## src/rtl/click_decoder.sv

```systemverilog
`default_nettype none
// ============================================================================
// Module      : click_decoder
// Description : Synchronises and debounces a raw active-low push-button, then
//               classifies each press gesture as a single or a double click.
//               Classified events are offered one at a time on a valid/ack
//               handshake. Single click selects write, double click selects
//               read in the downstream SDRAM test harness.
// Ports       : clk         - system clock (only clock)
//               rst         - synchronous reset, active-high
//               btn_n       - raw push-button, active-low, asynchronous, bouncy
//               btn_level   - debounced button level, 1 = pressed
//               evt_valid   - classified click event pending
//               evt_double  - event type while evt_valid: 0 single, 1 double
//               evt_ack     - consumer accepts the pending event
//               evt_overrun - sticky: an event was dropped while one pending
// Revision    : 1.0 - initial release
// ============================================================================
module click_decoder #(
  parameter int DEBOUNCE_CYCLES = 500000,
  parameter int WINDOW_CYCLES   = 12500000,
  parameter int CNT_WIDTH       = 24
) (
  input  logic clk,
  input  logic rst,
  input  logic btn_n,
  input  logic evt_ack,
  output logic btn_level,
  output logic evt_valid,
  output logic evt_double,
  output logic evt_overrun
);

  localparam logic [0:0] ST_IDLE = 1'b0;
  localparam logic [0:0] ST_WAIT = 1'b1;

  localparam logic [CNT_WIDTH-1:0] DB_LAST  = CNT_WIDTH'(DEBOUNCE_CYCLES - 1);
  localparam logic [CNT_WIDTH-1:0] WIN_LAST = CNT_WIDTH'(WINDOW_CYCLES - 1);

  logic                 sync_q1;
  logic                 sync_q2;
  logic                 btn_sync;
  logic [CNT_WIDTH-1:0] db_cnt;
  logic                 level_d;
  logic                 press;
  logic [0:0]           state;
  logic [CNT_WIDTH-1:0] win_cnt;
  logic                 emit;
  logic                 emit_double;

  // Two-flop synchroniser; reset value is the released (high) level.
  always_ff @(posedge clk) begin
    if (rst) begin
      sync_q1 <= 1'b1;
      sync_q2 <= 1'b1;
    end else begin
      sync_q1 <= btn_n;
      sync_q2 <= sync_q1;
    end
  end

  assign btn_sync = ~sync_q2;

  // Debounce: the level only follows btn_sync after it has disagreed for
  // DEBOUNCE_CYCLES consecutive cycles; any agreement restarts the count.
  always_ff @(posedge clk) begin
    if (rst) begin
      btn_level <= 1'b0;
      db_cnt    <= '0;
    end else if (btn_sync == btn_level) begin
      db_cnt <= '0;
    end else if (db_cnt == DB_LAST) begin
      btn_level <= ~btn_level;
      db_cnt    <= '0;
    end else begin
      db_cnt <= db_cnt + 1'b1;
    end
  end

  // Rising-edge detect of the debounced level; releases are not classified.
  always_ff @(posedge clk) begin
    if (rst) begin
      level_d <= 1'b0;
    end else begin
      level_d <= btn_level;
    end
  end

  assign press = btn_level & ~level_d;

  // A press arriving in the same cycle as the window timeout wins and is
  // reported as a double click.
  always_comb begin
    emit        = 1'b0;
    emit_double = 1'b0;
    if (state == ST_WAIT) begin
      if (press) begin
        emit        = 1'b1;
        emit_double = 1'b1;
      end else if (win_cnt == WIN_LAST) begin
        emit = 1'b1;
      end
    end
  end

  // Gesture FSM: IDLE waits for the first press, WAIT times the window.
  always_ff @(posedge clk) begin
    if (rst) begin
      state   <= ST_IDLE;
      win_cnt <= '0;
    end else begin
      case (state)
        ST_IDLE: begin
          win_cnt <= '0;
          if (press) begin
            state <= ST_WAIT;
          end
        end
        ST_WAIT: begin
          if (emit) begin
            state   <= ST_IDLE;
            win_cnt <= '0;
          end else begin
            win_cnt <= win_cnt + 1'b1;
          end
        end
        default: begin
          state   <= ST_IDLE;
          win_cnt <= '0;
        end
      endcase
    end
  end

  // Event handshake: a new event may replace the pending one only when the
  // consumer acknowledges in the same cycle; otherwise it is dropped and the
  // sticky overrun flag records the loss.
  always_ff @(posedge clk) begin
    if (rst) begin
      evt_valid   <= 1'b0;
      evt_double  <= 1'b0;
      evt_overrun <= 1'b0;
    end else if (emit) begin
      if (!evt_valid || evt_ack) begin
        evt_valid  <= 1'b1;
        evt_double <= emit_double;
      end else begin
        evt_overrun <= 1'b1;
      end
    end else if (evt_valid && evt_ack) begin
      evt_valid <= 1'b0;
    end
  end

endmodule
`default_nettype wire

```

## config.mk

```make
export PLATFORM = sky130hd
export DESIGN_NAME = click_decoder
export DESIGN_NICKNAME = d
export VERILOG_FILES = /design/src/rtl/click_decoder.sv
export SDC_FILE = /design/constraint.sdc
export NUM_CORES = 1
export LEC_CHECK = 0
export CAP_MARGIN = 20
export CORE_MARGIN = 10
export CORE_UTILIZATION = 49
export CTS_CLUSTER_DIAMETER = 200
export CTS_CLUSTER_SIZE = 24
export DETAILED_ROUTE_END_ITERATION = 8
export HOLD_SLACK_MARGIN = 0.06
export PLACE_DENSITY = 0.64
export SLEW_MARGIN = 20
export SYNTH_ARGS = -nofsm -noshare
export SYNTH_HDL_FRONTEND = slang
export SYNTH_SLANG_ARGS = --single-unit
```

## constraint.sdc

```tcl
create_clock -name clk -period 2.8 [get_ports clk]
set_clock_uncertainty 0.1 [all_clocks]
set_input_delay 0.56 -clock clk [delete_from_list [all_inputs] [get_ports clk]]
set_output_delay 0.56 -clock clk [all_outputs]
set_load 0.02 [all_outputs]
```

==> metrics.txt <==
footprint of the multi-input gates between 1000 and 1500 µm²; leakage power summed over all cells 0.774 nW; Post-synth ARST share 0%; post-cts repair resize count 0; routed len/inst between 10 and 15 µm; FMAX 452 MHz; required time reported for the critical path endpoint 2.94 ns; vias 2084; growth of design area from synthesis to finish 7.70%; origin of the worst min-delay path sync_q1; global-route wire length before repair 8.46 mm; vias in the first global route ~1800; overall power after layout between 1 and 1.5 mW; most instantiated library cell after synthesis sky130_fd_sc_hd__dfxtp_1; final count of pins violating max slew 0; Crit path largest cell delay 0.52 ns; Worst-Skew Late Latency between 0.3 and 0.4 ns; Seq/Total Area, Yosys 43.1%; endpoint of the worst-slack reg-to-reg timing path win_cnt[18]; DR DRC count 0; Final Hold Violating Endpoints 0; sequential cell area approximately 1100 µm²; largest net degree at the start of global routing 27; deepest level of the CTS H-tree 2; CP arrival ~2.4 ns; top area cells in the synthesized netlist sky130_fd_sc_hd__dfxtp_1 43%, sky130_fd_sc_hd__xor2_1 6.4%, sky130_fd_sc_hd__nand4_1 3.8%, sky130_fd_sc_hd__nor3_1 3.7%, sky130_fd_sc_hd__xnor2_1 3.0%; total core area 5140 µm²; Total Routed Length 4.98 mm; depth of the worst hold-timing path 1; fraction of the cycle the final worst path needs about four fifths; Peak VDD IR approximately 280 µV; Min-Delay Endpoint sync_q2; number of port buffers 7; Post-Syn Area per Cell ~8.8 µm²; post-CTS setup-driven buffer insertion count 0; relative contribution of the clock network to total power a little over a third; CTS tree done; number of cells produced by synthesis roughly 300; first-pass iteration count of the detailed router 4; Horiz. Die Dim between 90 and 100 µm; clock period minus final worst setup slack 2.21 ns; GRT Overall Usage between 10% and 20%; antenna violations before repair 0; cell at the root of the clock tree sky130_fd_sc_hd__clkbuf_8; worst-path maximum fanout 5; worst min-delay path category reg -> reg; Iter 0 DRT Violations 73; crit path cell chain ha_1 -> nand4_1 -> or3_1 -> or4_1 -> a211oi_1; Final Setup Violations 0; worst setup path startpoint win_cnt[0]; Comb pwr share 1.0%; Post-DRT Antenna Nets 0; fraction of final layout cells sized beyond drive strength 1 7.36%; P_int 0.979 mW; combined area of all synthesized cells 2600 µm²; RSZ-0062 raised after global routing false; count of antenna diodes in the layout 0; slack of the worst reg-to-reg path a little under 0.6 ns; count of flip-flops with a built-in enable after synthesis 0; number of filler cells placed in the layout between 500 and 600; half-perimeter wire length after detailed placement between 3 and 4 mm; number of warnings printed during yosys synthesis 0; number of ports placed on the die boundary 8; share of the synthesized area in the top cell type ~43%; syn_nets around 300; crit path max-delay cell type sky130_fd_sc_hd__or4_1; setup TNS 0 ns; main flop type after synthesis sky130_fd_sc_hd__dfxtp_1; portion of total power attributed to sequential cells between 60 and 70%; Hold Buf Count CTS 0; Critical Setup Path Class reg -> reg; Max-cap violations 0; run status finished clean; CTS sink cnt between 50 and 60; transition time at the pin with the least slew margin 0.441 ns; dominant cell type by area after synthesis sky130_fd_sc_hd__dfxtp_1; row count 26; ranking of synthesized cells by instance count 56 x sky130_fd_sc_hd__dfxtp_1, 20 x sky130_fd_sc_hd__nand2_1, 19 x sky130_fd_sc_hd__nor3_1, 19 x sky130_fd_sc_hd__xor2_1, 18 x sky130_fd_sc_hd__nor2_1; total die area between 8000 and 9000 µm²; Worst Reg-to-Reg Cells 5; placed insts about 360; total power divided by cell area about 450 nW/µm²; post-detailed-route via-to-cell ratio roughly 5.6; source of the worst register-to-register timing path win_cnt[0]; number of register bits inferred by synthesis 56; sw frac approximately 22%; worst slew slack as a fraction of its limit a little over two thirds; critical path capture point type flop; die extent in y 92.9 µm; final cell count without fillers about 370; global placer's final weighted congestion about 0.83; overall overflow remaining after global route 0; deepest clock path buffer count 2; Startpoint Class flop; cts bufs inserted 5; switching power summed over all nets roughly 0.27 mW; count of different cell masters after synthesis a little over 40; effective utilization at floorplan between 50 and 60%; clock edge transition at the registers on the reported setup and hold paths roughly 0.10 ns; final net count 304
through the flow:
step | area (µm²) | hold WS, ns | utilization [%] | worst slack, ns
2_1_floorplan | 2600 | 0.289 | - | 0.722
3_3_place_gp | 2710 | 0.292 | 52.8 | 0.635
3_5_place_dp | 2710 | 0.298 | 52.8 | 0.562
4_1_cts | 2800 | 0.316 | 54.5 | 0.579
5_1_grt | 2800 | 0.329 | 54.5 | 0.448
6_report | 2800 | 0.319 | 54.5 | 0.587
state kept, by name, summed over array words and instances (netlist names):
register     count
btn_level        1
sync_q2          1
win_cnt         24
evt_overrun      1
level_d          1
evt_double       1
sync_q1          1
evt_valid        1
state            1
db_cnt          24
power groups by stage:
stage	registers (mW)	logic [mW]	clock network [mW]
finish	0.798	0.0119	0.438
global route	0.799	0.0132	0.486
CTS	0.799	0.0120	0.456
detailed placement	0.817	0.0120	0
global placement	0.817	0.0120	0
floorplan	0.817	0.00633	0
cell families after synthesis:
logic type / Yosys count / share of synthesized area [%]
AO/OA/AOI/OAI: 44 / 11.2
AND/OR/NAND/NOR: 146 / 32.0
XOR/XNOR: 28 / 9.43
adder cells (fa/ha/maj): 2 / 0.962
flip-flops: 56 / 43.1
buffers and inverters: 20 / 3.32
worst max-delay path: cells and delay by family, from the launching register on:
kind	cells	cell delay, ns
flip-flops	1	0.39
adder cells (fa/ha/maj)	1	0.23
AO/OA/AOI/OAI	1	0.22
AND/OR/NAND/NOR	3	1.21
how the worst max path moves through the flow:
stage | end | slack [ns] | cells past startpoint
after floorplan | win_cnt[18] | 0.72 | 5
after global placement | win_cnt[18] | 0.63 | 5
after detailed placement | win_cnt[18] | 0.56 | 5
after CTS | win_cnt[18] | 0.58 | 5
after global routing | win_cnt[18] | 0.45 | 5
final | win_cnt[18] | 0.59 | 5
cell type report:
cell class / count / share of cell area (%)
flip-flops and latches: 56 / 40.0
well taps: 70 / 3.13
inverters: 5 / 0.670
repair buffers: 10 / 3.31
clock buffers: 5 / 2.46
multi-input cells: 220 / 49.8
clock inverters: 3 / 0.670
per-layer routing:
metal | track usage [%] | routed length (µm) | part of all wire (%) | vias to the layer above
met5 | 0 | 0 | 0 | -
met4 | 3.73 | 52 | 1.0 | 0
met3 | 2.74 | 126 | 2.5 | 6
met2 | 20.2 | 2420 | 49 | 17
met1 | 13.6 | 2380 | 48 | 965
li1 | - | - | - | 1096
cell usage in the layout, fill, tap and decap left out, types with 2 or more instances in the layout:
master,netlist,final
sky130_fd_sc_hd__dfxtp_1,56,56
sky130_fd_sc_hd__nand2_1,20,20
sky130_fd_sc_hd__nor3_1,19,19
sky130_fd_sc_hd__xor2_1,19,19
sky130_fd_sc_hd__nor2_1,18,18
sky130_fd_sc_hd__nand4_1,16,16
sky130_fd_sc_hd__nand3_1,15,15
sky130_fd_sc_hd__or3_1,11,11
sky130_fd_sc_hd__o21ai_0,10,10
sky130_fd_sc_hd__or4_1,10,10
sky130_fd_sc_hd__a21oi_1,10,10
sky130_fd_sc_hd__xnor2_1,9,9
sky130_fd_sc_hd__o31ai_1,9,9
sky130_fd_sc_hd__nor4_1,7,7
sky130_fd_sc_hd__a211oi_1,7,7
sky130_fd_sc_hd__clkdlybuf4s50_1,0,7
sky130_fd_sc_hd__inv_1,5,5
sky130_fd_sc_hd__and4_1,5,5
sky130_fd_sc_hd__clkbuf_8,0,5
sky130_fd_sc_hd__and3_1,4,4
sky130_fd_sc_hd__nor2b_1,4,4
sky130_fd_sc_hd__nand2b_1,3,3
sky130_fd_sc_hd__nor4bb_1,3,3
sky130_fd_sc_hd__or2_2,3,3
sky130_fd_sc_hd__buf_4,0,3
sky130_fd_sc_hd__nor4b_1,2,2
sky130_fd_sc_hd__a211oi_2,2,2
sky130_fd_sc_hd__ha_1,2,2
sky130_fd_sc_hd__clkinv_2,0,2
(Power assumes the default switching activity.)
